--- src/rtl/game_pkg.sv ---
// Shared types and defaults for the symbol-counting game round sequencer.
package game_pkg;

  localparam int SYM_W = 32;
  localparam int CNT_W = 8;

  localparam logic [SYM_W-1:0] SYMGEN_MAX_INIT_DEF = 32'd100_000_000;
  localparam logic [SYM_W-1:0] SYMGEN_STEP_DEF     = 32'd20_000_000;
  localparam logic [SYM_W-1:0] SYMGEN_MIN_DEF      = 32'd25_000_000;

  typedef enum logic [2:0] {
    S_IDLE,
    S_LAUNCH,
    S_PLAY,
    S_ANSWER,
    S_JUDGE,
    S_RESULT,
    S_DONE
  } state_t;

  function automatic logic [CNT_W-1:0] sat_add(input logic [CNT_W-1:0] a,
                                               input logic [1:0]       inc);
    logic [CNT_W:0] s;
    s = {1'b0, a} + {{(CNT_W-1){1'b0}}, inc};
    return s[CNT_W] ? {CNT_W{1'b1}} : s[CNT_W-1:0];
  endfunction

endpackage

--- src/rtl/game_round_sequencer_sec_timer.sv ---
// Seconds timer: counts Tick1Hz enables since the last clear and flags the
// tick on which the count reaches the selected limit.
module sec_timer
  import game_pkg::*;
(
  input  logic             Clk100M,
  input  logic             Reset,
  input  logic             clear,
  input  logic             tick,
  input  logic [CNT_W-1:0] limit,
  output logic             done
);

  logic [CNT_W-1:0] count;

  always_ff @(posedge Clk100M) begin
    if (Reset || clear) begin
      count <= '0;
    end else if (tick) begin
      count <= count + 1'b1;
    end
  end

  assign done = tick && !clear && (count == limit - 1'b1);

endmodule

--- src/rtl/game_round_sequencer.sv ---
// Round controller: launch -> play -> answer window -> judge -> result hold, NUM_ROUNDS times.
// Optional STREAK_BONUS_EN adds a streak[1:0] port and +2 scoring from the third straight correct answer.
//
// state    | meaning
// S_IDLE   | waiting for startBtn, outputs at rest
// S_LAUNCH | one cycle; gameSig pulses on the following cycle
// S_PLAY   | game period running, waiting for periodDone
// S_ANSWER | answer window open, timeout counted in Tick1Hz
// S_JUDGE  | one cycle; compare answer and update score
// S_RESULT | hold result for RESULT_HOLD_S ticks
// S_DONE   | all rounds played, gameOver high
module game_round_sequencer
  import game_pkg::*;
#(
  parameter int               NUM_ROUNDS       = 3,
  parameter int               ANSWER_TIMEOUT_S = 10,
  parameter int               RESULT_HOLD_S    = 2,
  parameter logic [SYM_W-1:0] SYMGEN_MAX_INIT  = SYMGEN_MAX_INIT_DEF,
  parameter logic [SYM_W-1:0] SYMGEN_STEP      = SYMGEN_STEP_DEF,
  parameter logic [SYM_W-1:0] SYMGEN_MIN       = SYMGEN_MIN_DEF
) (
  input  logic             Clk100M,
  input  logic             Reset,
  input  logic             Tick1Hz,
  input  logic             startBtn,
  input  logic             periodDone,
  input  logic [CNT_W-1:0] numSpecial,
  input  logic             answerValid,
  input  logic [CNT_W-1:0] playerAnswer,
  output logic             gameSig,
  output logic [SYM_W-1:0] symGenMax,
  output logic [CNT_W-1:0] roundNum,
  output logic [CNT_W-1:0] score,
  output logic             answerOpen,
  output logic             resultValid,
  output logic             resultCorrect,
  output logic             gameOver
`ifdef STREAK_BONUS_EN
  ,
  output logic [1:0]       streak
`endif
);

  localparam logic [CNT_W-1:0] ANS_LIM    = CNT_W'(ANSWER_TIMEOUT_S);
  localparam logic [CNT_W-1:0] HOLD_LIM   = CNT_W'(RESULT_HOLD_S);
  localparam logic [CNT_W-1:0] LAST_ROUND = CNT_W'(NUM_ROUNDS);

  state_t           state, state_nxt;
  logic [CNT_W-1:0] expected, answer_q, tmr_limit;
  logic             timed_out, tmr_clear, tmr_done;
  logic             start_game, correct;
  logic [1:0]       inc;
  logic [SYM_W:0]   sym_diff;
  logic [SYM_W-1:0] sym_next;

  assign start_game = (state == S_IDLE || state == S_DONE) && startBtn;
  assign correct    = !timed_out && (answer_q == expected);

  // Borrow out of the 33-bit subtraction means underflow; clamp like any value below the floor.
  assign sym_diff = {1'b0, symGenMax} - {1'b0, SYMGEN_STEP};
  assign sym_next = (sym_diff[SYM_W] || sym_diff[SYM_W-1:0] < SYMGEN_MIN) ? SYMGEN_MIN
                                                                         : sym_diff[SYM_W-1:0];

  // One timer serves both windows; it sits cleared in every other state.
  assign tmr_clear = (state != S_ANSWER) && (state != S_RESULT);
  assign tmr_limit = (state == S_RESULT) ? HOLD_LIM : ANS_LIM;

  sec_timer u_sec_timer (
    .Clk100M (Clk100M),
    .Reset   (Reset),
    .clear   (tmr_clear),
    .tick    (Tick1Hz),
    .limit   (tmr_limit),
    .done    (tmr_done)
  );

  always_ff @(posedge Clk100M) begin
    if (Reset) state <= S_IDLE;
    else       state <= state_nxt;
  end

  always_comb begin
    state_nxt = state;
    case (state)
      S_IDLE, S_DONE: if (startBtn) state_nxt = S_LAUNCH;
      S_LAUNCH:       state_nxt = S_PLAY;
      S_PLAY:         if (periodDone) state_nxt = S_ANSWER;
      S_ANSWER:       if (answerValid || tmr_done) state_nxt = S_JUDGE;
      S_JUDGE:        state_nxt = S_RESULT;
      S_RESULT:       if (tmr_done) state_nxt = (roundNum == LAST_ROUND) ? S_DONE : S_LAUNCH;
      default:        state_nxt = S_IDLE;
    endcase
  end

`ifdef STREAK_BONUS_EN
  assign inc = (streak >= 2'd2) ? 2'd2 : 2'd1;

  always_ff @(posedge Clk100M) begin
    if (Reset || start_game) begin
      streak <= 2'd0;
    end else if (state == S_JUDGE) begin
      if (!correct)            streak <= 2'd0;
      else if (streak != 2'd3) streak <= streak + 2'd1;
    end
  end
`else
  assign inc = 2'd1;
`endif

  always_ff @(posedge Clk100M) begin
    if (Reset) begin
      gameSig       <= 1'b0;
      symGenMax     <= SYMGEN_MAX_INIT;
      roundNum      <= '0;
      score         <= '0;
      answerOpen    <= 1'b0;
      resultValid   <= 1'b0;
      resultCorrect <= 1'b0;
      gameOver      <= 1'b0;
      expected      <= '0;
      answer_q      <= '0;
      timed_out     <= 1'b0;
    end else begin
      gameSig     <= (state == S_LAUNCH);
      answerOpen  <= (state_nxt == S_ANSWER);
      gameOver    <= (state_nxt == S_DONE);
      resultValid <= (state == S_JUDGE);
      if (start_game) begin
        score     <= '0;
        roundNum  <= 8'd1;
        symGenMax <= SYMGEN_MAX_INIT;
      end
      if (state == S_PLAY && periodDone) expected <= numSpecial;
      // An answer landing on the terminal tick still counts as answered.
      if (state == S_ANSWER) begin
        if (answerValid) begin
          answer_q  <= playerAnswer;
          timed_out <= 1'b0;
        end else if (tmr_done) begin
          timed_out <= 1'b1;
        end
      end
      if (state == S_JUDGE) begin
        resultCorrect <= correct;
        if (correct) score <= sat_add(score, inc);
      end
      if (state == S_RESULT && tmr_done && roundNum != LAST_ROUND) begin
        roundNum  <= roundNum + 1'b1;
        symGenMax <= sym_next;
      end
    end
  end

endmodule

--- config.mk ---
export PLATFORM = sky130hd
export DESIGN_NAME = game_round_sequencer
export DESIGN_NICKNAME = d
export VERILOG_FILES = /design/src/rtl/game_pkg.sv /design/src/rtl/game_round_sequencer_sec_timer.sv /design/src/rtl/game_round_sequencer.sv
export SDC_FILE = /design/constraint.sdc
export NUM_CORES = 1
export LEC_CHECK = 0
export BUFFER_PORTS_ARGS = -buffer_cell sky130_fd_sc_hd__buf_2
export CAP_MARGIN = 20
export CELL_PAD_IN_SITES_DETAIL_PLACEMENT = 1
export CELL_PAD_IN_SITES_GLOBAL_PLACEMENT = 1
export CORE_UTILIZATION = 44
export DETAILED_ROUTE_END_ITERATION = 16
export MAX_ROUTING_LAYER = met4
export PLACE_DENSITY = 0.91
export SLEW_MARGIN = 20
export SYNTH_ARGS = -nofsm -noshare
export SYNTH_HDL_FRONTEND = slang
export SYNTH_SLANG_ARGS = --single-unit
--- constraint.sdc ---
create_clock -name Clk100M -period 4.7 [get_ports Clk100M]
set_input_delay 0.705 -clock Clk100M [delete_from_list [all_inputs] [get_ports Clk100M]]
set_output_delay 0.705 -clock Clk100M [all_outputs]
set_load 0.05 [all_outputs]
==> reports/results.txt, run 1 <==
Post-synth EDFFs: 0
Antenna cell count: 0
CP Capture Point: symGenMax[27]
Drt wl/cell: 16.6 um
Max FO, Critical Path: 22
Final setup TNS: 0 ns
LEAKAGE: 1.81 nW
Area grow syn2layout: 12.1%
Combinational share of power: 8.6%
Depth of the most critical reg-to-reg path: 11
Sequential Power Share: 53.2%
Hold Vio Cnt, Final: 0
Antenna Nets Post-Route: 0
Leading area contributor after synthesis: dfxtp_1
Clock sinks: 74
Initial drt markers: 191
Post-Syn Area: 4080 um2
Synth Warn #: 0
Reg-to-Reg Start: symGenMax[8]
Slowest cell on the critical path: o211ai_2
Async S/R FF share, synth: 0%
Final std cells w/o fill: 693
Area of the core: 8850 um2
Syn Inst Count: 533
Initial antenna violation count: 0
Max Transition Viols Final: 0
Clock Power Share: 38.2%
Hold Crit Class: reg2reg
Slew @ Worst Pin: 0.894 ns
Via/cell ratio: 5.82
Initial core utilization: 46.1%
Die H: 98.3 um
Largest cells by area after synthesis: dfxtp_1, nand2_1, a21oi_1
TritonCTS clock tree: built
Clock skew: 0.00720 ns
CTS resizes: 0
Synth Register Bits: 74
CP max stage delay: 0.75 ns
Placed Cells: 677
Die Area: 9660 um2
Clk buf depth: 2
Max-Cap Viols: 0
Synth unique cells: 67
Pint: 0.870 mW
CTS Root Cell: clkbuf_8
Mean Syn Cell Area: 7.66 um2
Fraction of layout cells with a size suffix above 1: 16.9%
Buffers added on ports: 67
Width of the die: 98.3 um
Sequential area share after synthesis: 36.3%
Worst setup EP type: register
Clock period minus worst slack: 3.71 ns
Net switching power figure: 0.346 mW
Critical path, cell by cell: inv_1 -> ha_1 -> and4b_1 -> or2_1 -> o21ai_0 -> a2111oi_0 -> nand4_1 -> nand4b_2 -> o211ai_2 -> o21ai_0 -> a21o_2
Drt pass-1 iters: 10
Crit-path most repeated cell: o21ai_0
Tcrit/Tclk final: 78.9%
Final setup fails: 0
Pin count of the biggest net entering global routing: 48
Post CTS Setup Buffer Count: 0
CP required: 4.96 ns
Crit path DAT: 3.96 ns
Hpwl dp: 8180 um
RD Place Congestion: 0.883
Worst Setup Path Type: reg2reg
DRC errors left: 4
Routed vias: 4034
R2r endpoint: symGenMax[27]
CTS buffer count: 9
Hold_buf cts: 0
I/O pins: 75
H-tree depth: 3
Fmax: 270 MHz
Violated checks: design-rule violations
Clk Latency, worst-skew pair: 0.36 ns
Startpoint types: register
Final wirelength: 11500 um
Std cell rows: 34
RSZ-0062 raised after global routing: false
Headroom to the max-slew limit: 40.2%
Global-route wire length before repair: 19600 um
GRT overflow: 0
Gr usage total: 25.7%
Clock transition at path regs: 0.08 ns
Status: finished, violations left
Vias in the first global route: 4120
R2R Setup Slk: 0.99 ns
Sw frac: 28.5%
Top FF cell, synth: dfxtp_1
PD cells: 266 nW/um2
Worst VDD drop: 186 uV
Worst Setup SP: symGenMax[8]
Nets: 608
Top-area cell type share of the netlist area: 36.3%
[layout make-up]
cell class	count	area, um2
Fill cell	1181	4270
Tap cell	108	135
Clock inverter	6	42.5
Multi-Input combinational cell	415	2390
Clock buffer	10	138
Sequential cell	74	1480
Inverter	12	45.0
Timing Repair Buffer	68	343
[cell usage in the layout (no fill, tap or decap), drive strengths merged, types with 3 or more instances in the layout]
cell type	count
a211oi	6
a21o	10
a21oi	52
a31oi	5
and2	4
and3	3
buf	68
clkbuf	10
clkinv	4
conb	7
dfxtp	74
ha	6
inv	12
mux2i	4
nand2	72
nand2b	5
nand3	18
nand3b	5
nand4	7
nor2	59
nor2b	6
nor3	18
nor3b	6
nor4	4
o21a	7
o21ai	34
o31ai	4
o41ai	3
or3	6
or4	8
xnor2	5
xor2	19
[worst min path at each step]
stage / cells past startpoint / slack, ns / end / from
2_1_floorplan: 2 / 0.45 / expected[0] / expected[0]
3_3_place_gp: 2 / 0.44 / resultCorrect / resultCorrect
3_5_place_dp: 2 / 0.46 / resultCorrect / resultCorrect
4_1_cts: 2 / 0.47 / expected[7] / expected[7]
5_1_grt: 2 / 0.49 / expected[3] / expected[3]
6_report: 2 / 0.47 / expected[7] / expected[7]
[power groups by stage]
stage | combinational, mW | sequential, mW | clock [mW]
after floorplan | 0.0741 | 0.665 | 0
after global placement | 0.0998 | 0.660 | 0
after detailed placement | 0.104 | 0.661 | 0
after CTS | 0.105 | 0.646 | 0.477
after global routing | 0.115 | 0.648 | 0.496
final | 0.105 | 0.647 | 0.465
[worst max-delay path: cells and delay by family (launching register included)]
kind / cells / cell delay, ns
simple gates: 4 / 0.97
buf+inv: 1 / 0.10
compound gates: 5 / 1.78
fa+ha+maj: 1 / 0.29
flops: 1 / 0.45
[state kept, by name (all words and copies together), names as in the netlist]
signal	count
score	8
resultCorrect	1
resultValid	1
symGenMax	25
state	3
answerOpen	1
gameOver	1
timed_out	1
gameSig	1
answer_q	8
roundNum	8
u_sec_timer.count	8
expected	8
[cells by family (layout without fill, tap and decap cells)]
kind of cell | count (synthesis) | in the layout | synth area share, %
adder cells (fa/ha/maj) | 6 | 6 | 1.84
AO/OA/AOI/OAI | 140 | 140 | 21.1
other | 1 | 7 | 0.0919
flip-flops | 74 | 74 | 36.3
multiplexers | 6 | 6 | 1.53
AND/OR/NAND/NOR | 232 | 232 | 28.1
buffers and inverters | 50 | 96 | 5.82
XOR/XNOR | 24 | 24 | 5.15
[routing by layer]
| layer | routed length (um) | global-route usage, % | up-vias | share of wire (%) |
|---|---|---|---|---|
| met5 | 0 | - | - | 0 |
| met3 | 354 | 3.51 | 24 | 3.1 |
| met4 | 279 | 11.1 | 0 | 2.4 |
| met1 | 5210 | 31.3 | 1954 | 45 |
| li1 | - | - | 1966 | - |
| met2 | 5670 | 42.6 | 90 | 49 |
[Yosys cell counts, drive strengths merged, types with 4 or more instances]
cell,number
nand3,18
xnor2,5
or4,8
nand4,7
dfxtp,74
o21a,7
nand2,72
and2,4
nor2b,6
o31ai,4
nor2,59
o21ai,34
a21o,10
a31oi,5
xor2,19
ha,6
or3,6
inv,12
mux2i,4
clkbuf,20
a21oi,52
nor3b,6
nor3,18
a211oi,6
nor4,4
buf,18
nand3b,5
nand2b,5
[metrics by stage]
step / util (%) / power (mW) / cell area [um2] / hold WS, ns / setup slack [ns]
floorplan: - / 0.739 / 4100 / 0.448 / 1.47
global placement: 49.6 / 0.760 / 4390 / 0.442 / 1.15
detailed placement: 49.6 / 0.765 / 4390 / 0.457 / 1.06
CTS: 51.6 / 1.23 / 4570 / 0.473 / 1.00
global route: 51.7 / 1.26 / 4570 / 0.491 / 0.706
finish: 51.7 / 1.22 / 4570 / 0.470 / 0.994
No activity file was read; power rests on OpenSTA's default activity.
==> run 2: changes to the inputs <==
Settings changed: ABC_AREA from default to 1, CORE_UTILIZATION 44 to 40, PLACE_DENSITY 0.91 to 0.86.
Clock period 4.7 ns to 3.83 ns, I/O delays scaled along.
==> run 2 against run 1 <==
The flow now finishes without violations; flip-flop and latch count did not move; maximum frequency up 39%; critical path depth rose by 9; via count is 14% higher; synthesized cell count is 29% higher; worst hold slack lost 0.033 ns; wire length increased by 15%; register-to-register slack better by 0.18 ns; die area rose by 20%; sequential share of layout area fell by 3.1 points; non-clock buffer count is the same; clock skew is 0.0069 ns higher; critical endpoint is now symGenMax[26].
==> reports/results.txt, run 2 <==
Final std cells w/o fill: 892 (was 693)
Syn Inst Count: 687 (was 533)
Area grow syn2layout: 13.4% (was 12.1%)
Hold Vio Cnt, Final: 0 (unchanged)
Most common cell after layout, fill and taps aside: nand2_1 (was dfxtp_1)
Width of the die: 108 um (was 98.3 um)
Pint: 1.16 mW (was 0.870 mW)
Mean Syn Cell Area: 6.49 um2 (was 7.66 um2)
Post CTS Setup Buffer Count: 0 (unchanged)
Slew @ Worst Pin: 0.984 ns (was 0.894 ns)
Final setup fails: 0 (unchanged)
Clock transition at path regs: 0.09 ns (was 0.08 ns)
Top-area cell type share of the netlist area: 33.2% (was 36.3%)
Placed Cells: 876 (was 677)
Multi-input logic area: 2530 um2 (was 2390 um2)
Most numerous cell in the Yosys netlist: nand2_1 (was dfxtp_1)
Via/cell ratio: 5.18 (was 5.82)
Drt pass-1 iters: 4 (was 10)
R2r endpoint: symGenMax[26] (was symGenMax[27])
Clock sinks: 74 (unchanged)
Largest cells by area after synthesis: dfxtp_1, nand2_1, nor2_1 (was dfxtp_1, nand2_1, a21oi_1)
Gr usage total: 25.0% (was 25.7%)
Power Total: 1.70 mW (was 1.22 mW)
Final setup TNS: 0 ns (unchanged)
Clock Power Share: 37.8% (was 38.2%)
Worst setup EP type: register (unchanged)
Register name with the most flops: symGenMax (unchanged)
Max reg flops: 25 (unchanged)
Net switching power figure: 0.533 mW (was 0.346 mW)
Sequential Power Share: 48.0% (was 53.2%)
Fmax: 376 MHz (was 270 MHz)
Antenna cell count: 0 (unchanged)
RSZ-0062 raised after global routing: false (unchanged)
Antenna Nets Post-Route: 0 (unchanged)
Top FF cell, synth: dfxtp_1 (unchanged)
Leading area contributor after synthesis: dfxtp_1 (unchanged)
Fill cell count: 1488 (was 1181)
Sw frac: 31.4% (was 28.5%)
Max-Cap Viols: 0 (unchanged)
Post-synth EDFFs: 0 (unchanged)
Headroom to the max-slew limit: 34.3% (was 40.2%)
Clock skew: 0.0141 ns (was 0.00720 ns)
PD cells: 336 nW/um2 (was 266 nW/um2)
Initial drt markers: 161 (was 191)
Hold Crit Class: in2reg (was reg2reg)
Die Area: 11600 um2 (was 9660 um2)
Synth Register Bits: 74 (unchanged)
Routed vias: 4617 (was 4034)
Async S/R FF share, synth: 0% (unchanged)
Buffers added on ports: 67 (unchanged)
Final wirelength: 13200 um (was 11500 um)
CTS buffer count: 9 (unchanged)
Std cell rows: 38 (was 34)
Crit path buf inv count: 2 (was 1)
Global-route wire length before repair: 22400 um (was 19600 um)
Worst Setup Path Type: reg2reg (unchanged)
Slowest cell on the critical path: dfxtp_1 (was o211ai_2)
GRT overflow: 0 (unchanged)
CP delay by family, top: simple AND/OR/NAND/NOR gates (was compound AO/OA/AOI/OAI gates)
Sequential area share after synthesis: 33.2% (was 36.3%)
Synth Warn #: 0 (unchanged)
H-tree depth: 3 (unchanged)
Crit-path most repeated cell: nand2_1 (was o21ai_0)
CP required: 4.03 ns (was 4.96 ns)
Pin count of the biggest net entering global routing: 36 (was 48)
Max FO, Critical Path: 11 (was 22)
Combinational share of power: 14.2% (was 8.6%)
CP Capture Point: symGenMax[26] (was symGenMax[27])
TritonCTS clock tree: built (unchanged)
Crit path DAT: 2.86 ns (was 3.96 ns)
Startpoint types: register (unchanged)
Tcrit/Tclk final: 69.4% (was 78.9%)
CTS resizes: 0 (unchanged)
Status: completed (was finished, violations left)
Most frequent cells in the layout: nand2_1, nor2_1, inv_1 (was dfxtp_1, nand2_1, buf_2)
Sequential cell area: 1480 um2 (unchanged)
Max Transition Viols Final: 0 (unchanged)
Fraction of layout cells with a size suffix above 1: 17.3% (was 16.9%)
RD Place Congestion: 0.843 (was 0.883)
Clk buf depth: 2 (unchanged)
DRC errors left: 0 (was 4)
Drt wl/cell: 14.8 um (was 16.6 um)
Most frequent cells after synthesis: nand2_1, nor2_1, inv_1 (was dfxtp_1, nand2_1, nor2_1)
Hpwl dp: 9950 um (was 8180 um)
Nets: 775 (was 608)
Die H: 108 um (was 98.3 um)
CP max stage delay: 0.40 ns (was 0.75 ns)
Clk Latency, worst-skew pair: 0.36 ns (about the same)
Worst Setup SP: symGenMax[8] (unchanged)
Critical path, cell by cell: inv_1 -> ha_1 -> inv_1 -> nand3_2 -> nand2_2 -> nand3_2 -> nand2_1 -> nand2_1 -> nand2_1 -> nand2_1 -> nand2_1 -> nor2_1 -> nand2_1 -> nand2_1 -> nand2_1 -> nand2_2 -> nand2_4 -> nand2_4 -> nand2_1 -> nand2_1 (was inv_1 -> ha_1 -> and4b_1 -> or2_1 -> o21ai_0 -> a2111oi_0 -> nand4_1 -> nand4b_2 -> o211ai_2 -> o21ai_0 -> a21o_2)
Reg-to-Reg Start: symGenMax[8] (unchanged)
Critical path depth in cells: 20 (was 11)
Initial antenna violation count: 0 (unchanged)
Area of the core: 10800 um2 (was 8850 um2)
Initial core utilization: 41.1% (was 46.1%)
Depth of the most critical reg-to-reg path: 20 (was 11)
Vias in the first global route: 4672 (was 4120)
Synth unique cells: 43 (was 67)
Clock period minus worst slack: 2.66 ns (was 3.71 ns)
Post-Syn Area: 4460 um2 (was 4080 um2)
I/O pins: 75 (unchanged)
Hold_buf cts: 0 (unchanged)
CTS Root Cell: clkbuf_8 (unchanged)
Worst VDD drop: 199 uV (was 186 uV)
LEAKAGE: 2.23 nW (was 1.81 nW)
R2R Setup Slk: 1.17 ns (was 0.99 ns)
## run 2: changes by cell type in the layout (fill, tap and decap cells not counted), moves of 10 or more
cell / change
nand2_1: +98
inv_1: +63
nand3_1: +37
nor2_1: +28
a21oi_1: -14
inv_2: +12
nand2_2: +10
nor3_1: -10
## run 2: area by class of cell
type / instances / share of cell area (%)
clock inverters: 6 / 1.49
repair buffers: 68 / 6.78
multi-input cells: 507 / 50.0
well taps: 140 / 3.47
flip-flops and latches: 74 / 29.3
clock buffers: 10 / 2.52
inverters: 87 / 6.46
## run 2: power by group through the flow
stage | registers [mW] | clock network [mW] | logic [mW]
after floorplan | 0.862 | 0 | 0.152
after global placement | 0.831 | 0 | 0.234
after detailed placement | 0.832 | 0 | 0.241
after CTS | 0.814 | 0.658 | 0.242
after global routing | 0.818 | 0.692 | 0.267
final | 0.814 | 0.641 | 0.241
## run 2: how the worst min path moves through the flow
stage	startpoint	to	slack, ns	depth (start not counted)
final	playerAnswer[6]	answer_q[6]	0.44	3
after global routing	playerAnswer[6]	answer_q[6]	0.42	3
after global placement	resultCorrect	resultCorrect	0.45	2
after floorplan	answer_q[2]	answer_q[2]	0.44	2
after CTS	playerAnswer[0]	answer_q[0]	0.42	3
after detailed placement	resultCorrect	resultCorrect	0.46	2
## run 2: metal layers
layer	share of wire (%)	track usage, %	wire length [um]	vias up
met2	49	42.7	6490	92
li1	-	-	-	2331
met5	0	-	0	-
met4	1.5	6.26	200	0
met1	46	30.3	6110	2178
met3	3.3	4.66	437	16
## run 2: worst min-delay path, delay by kind of cell
| family | cells | cell delay [ns] |
|---|---|---|
| buf+inv | 1 | 0.07 |
| simple gates | 2 | 0.12 |
## run 2: stage by stage
stage / util, % / cell area (um2) / worst slack [ns] / hold slack, ns
2_1_floorplan: - / 4480 / 1.40 / 0.442
3_3_place_gp: 44.8 / 4850 / 1.10 / 0.453
3_5_place_dp: 44.8 / 4850 / 1.01 / 0.465
4_1_cts: 46.6 / 5050 / 1.18 / 0.423
5_1_grt: 46.6 / 5050 / 0.873 / 0.421
6_report: 46.6 / 5050 / 1.17 / 0.438
## run 2: logic make-up after synthesis
family                   share of synthesized area (%)
adder cells (fa/ha/maj)                           1.68
flip-flops                                        33.2
AND/OR/NAND/NOR                                   38.0
AO/OA/AOI/OAI                                     13.1
XOR/XNOR                                          3.34
other                                           0.0841
buffers and inverters                             10.6
==> run 3: changes to the inputs <==
Clock period 3.83 ns to 2.6 ns, I/O delays scaled along.
==> run 3 against run 2 <==
Worst hold slack worse by 0.19 ns; clock power rose by 64%; highest routed layer unchanged; register-to-register slack worse by 0.94 ns.
==> reports/results.txt, run 3 (synthesis gave the netlist of run 2 again) <==
LEAKAGE: 2.30 nW (was 2.23 nW)
Buffers added on ports: 67 (unchanged)
GRT overflow: 0 (unchanged)
Gr usage total: 26.1% (was 25.0%)
Most common cell after layout, fill and taps aside: nand2_1 (unchanged)
H-tree depth: 3 (unchanged)
Std cell rows: 38 (unchanged)
Die H: 108 um (unchanged)
Clock Power Share: 40.1% (was 37.8%)
Via/cell ratio: 5.24 (was 5.18)
Area of the core: 10800 um2 (unchanged)
Die Area: 11600 um2 (unchanged)
Crit path DAT: 2.62 ns (was 2.86 ns)
Initial core utilization: 41.1% (unchanged)
Placed Cells: 886 (was 876)
Final std cells w/o fill: 903 (was 892)
TritonCTS clock tree: built (unchanged)
PD cells: 504 nW/um2 (was 336 nW/um2)
Post-Place Cell Area: 4930 um2 (was 4850 um2)
Slew @ Worst Pin: 0.553 ns (was 0.984 ns)
Fraction of layout cells with a size suffix above 1: 19.3% (was 17.3%)
Register name with the most flops: symGenMax (unchanged)
Vias in the first global route: 4830 (was 4672)
Antenna cell count: 0 (unchanged)
Clk buf depth: 2 (unchanged)
Width of the die: 108 um (unchanged)
Antenna Nets Post-Route: 0 (unchanged)
CP required: 2.85 ns (was 4.03 ns)
Startpoint types: register (unchanged)
Worst VDD drop: 267 uV (was 199 uV)
Pin count of the biggest net entering global routing: 35 (was 36)
CTS resizes: 0 (unchanged)
Final setup fails: 0 (unchanged)
Max Transition Viols Final: 0 (unchanged)
Clock sinks: 74 (unchanged)
Fill cell count: 1478 (was 1488)
I/O pins: 75 (unchanged)
Worst setup EP type: register (unchanged)
Hold depth: 3 (unchanged)
Hold Crit Class: in2reg (unchanged)
Worst Setup SP: symGenMax[8] (unchanged)
Final wirelength: 14100 um (was 13200 um)
Clock period minus worst slack: 2.37 ns (was 2.66 ns)
Initial drt markers: 199 (was 161)
Clk Latency, worst-skew pair: 0.36 ns (about the same)
Worst Setup Path Type: reg2reg (unchanged)
Sw frac: 30.6% (was 31.4%)
Post-route cell area: 5180 um2 (was 5050 um2)
R2R Setup Slk: 0.23 ns (was 1.17 ns)
Max reg flops: 25 (unchanged)
Area grow syn2layout: 16.2% (was 13.4%)
CTS Root Cell: clkbuf_8 (unchanged)
Drt pass-1 iters: 4 (unchanged)
Headroom to the max-slew limit: 63.0% (was 34.3%)
Final setup TNS: 0 ns (unchanged)
WHS Endpoint: answer_q[6] (unchanged)
Initial antenna violation count: 0 (unchanged)
Drt wl/cell: 15.6 um (was 14.8 um)
Fmax: 422 MHz (was 376 MHz)
Reg-to-Reg Start: symGenMax[8] (unchanged)
Clock skew: 0.00919 ns (was 0.0141 ns)
Most frequent cells in the layout: nand2_1, nor2_1, inv_1 (unchanged)
Final core occ: 47.8% (was 46.6%)
Status: completed (unchanged)
Routed vias: 4735 (was 4617)
Sequential Power Share: 45.9% (was 48.0%)
Hpwl dp: 10700 um (was 9950 um)
Hold_buf cts: 0 (unchanged)
Net switching power figure: 0.800 mW (was 0.533 mW)
Max FO, Critical Path: 7 (was 11)
Post CTS Setup Buffer Count: 0 (unchanged)
R2r endpoint: symGenMax[8] (was symGenMax[26])
Hold path startpoint: playerAnswer[6] (unchanged)
Power Total: 2.61 mW (was 1.70 mW)
Hold Vio Cnt, Final: 0 (unchanged)
Max-Cap Viols: 0 (unchanged)
Clock transition at path regs: 0.09 ns (about the same)
CTS buffer count: 9 (unchanged)
RD Place Congestion: 0.865 (was 0.843)
Global-route wire length before repair: 23200 um (was 22400 um)
Pint: 1.81 mW (was 1.16 mW)
Depth of the most critical reg-to-reg path: 19 (was 20)
Combinational share of power: 14.0% (was 14.2%)
Nets: 786 (was 775)
DRC errors left: 0 (unchanged)
Tcrit/Tclk final: 91.1% (was 69.4%)
[run 3: changes by cell type in the layout (fill, tap and decap cells not counted), moves of 2 or more]
cell / before / now
buf_4: 1 / 11
dfxtp_1: 74 / 70
dfxtp_2: 0 / 4
nand2_4: 2 / 4
o21ai_0: 35 / 33
o21ai_1: 8 / 10
[run 3: critical path, cell delays in order, from the launching register on]
cell and delay [ns]:
dfxtp_2 0.37, inv_1 0.08, ha_1 0.21, inv_1 0.10, nand3_2 0.12, nand2_4 0.11, nand2_1 0.08, nand2_1 0.08
xor2_1 0.19, inv_1 0.06, nand3_1 0.08, nand2_1 0.07, nand2_1 0.07, nand2_1 0.05, nand2_1 0.10, nand2_4 0.10
nand2_4 0.14, nand2_4 0.10, nand2_1 0.09, nand2_1 0.05
[run 3: power groups by stage]
stage               logic (mW)  registers (mW)  clock network [mW]
finish                   0.366            1.20                1.05
global route             0.403            1.20                1.11
CTS                      0.367            1.20                1.06
detailed placement       0.362            1.22                   0
global placement         0.352            1.22                   0
floorplan                0.224            1.27                   0
[run 3: per-stage QoR]
stage | setup slack, ns | hold slack (ns)
floorplan | 0.167 | 0.442
global placement | 0.307 | 0.456
detailed placement | 0.135 | 0.465
CTS | 0.125 | 0.237
global route | -0.0276 | 0.242
finish | 0.231 | 0.245
[run 3: worst max-delay path by stage]
stage                                to  slack [ns]
after floorplan           symGenMax[14]        0.17
after global placement     symGenMax[8]        0.31
after CTS                 symGenMax[21]        0.12
after global routing      symGenMax[31]       -0.03
after detailed placement  symGenMax[21]        0.13
final                      symGenMax[8]        0.23
[run 3: per-layer routing]
metal / track usage (%) / vias up / wire (um)
li1: - / 2349 / -
met5: - / - / 0
met2: 45.3 / 98 / 7060
met1: 30.4 / 2266 / 6200
met4: 7.14 / 0 / 282
met3: 5.45 / 22 / 527
[run 3: area by class of cell]
cell class / count / area (um2) / share of cell area, %
multi-input cells: 508 / 2550 / 49.2
flip-flops and latches: 74 / 1490 / 28.7
repair buffers: 78 / 418 / 8.07
inverters: 87 / 327 / 6.30
well taps: 140 / 175 / 3.38
clock buffers: 9 / 124 / 2.39
clock inverters: 7 / 100 / 1.93
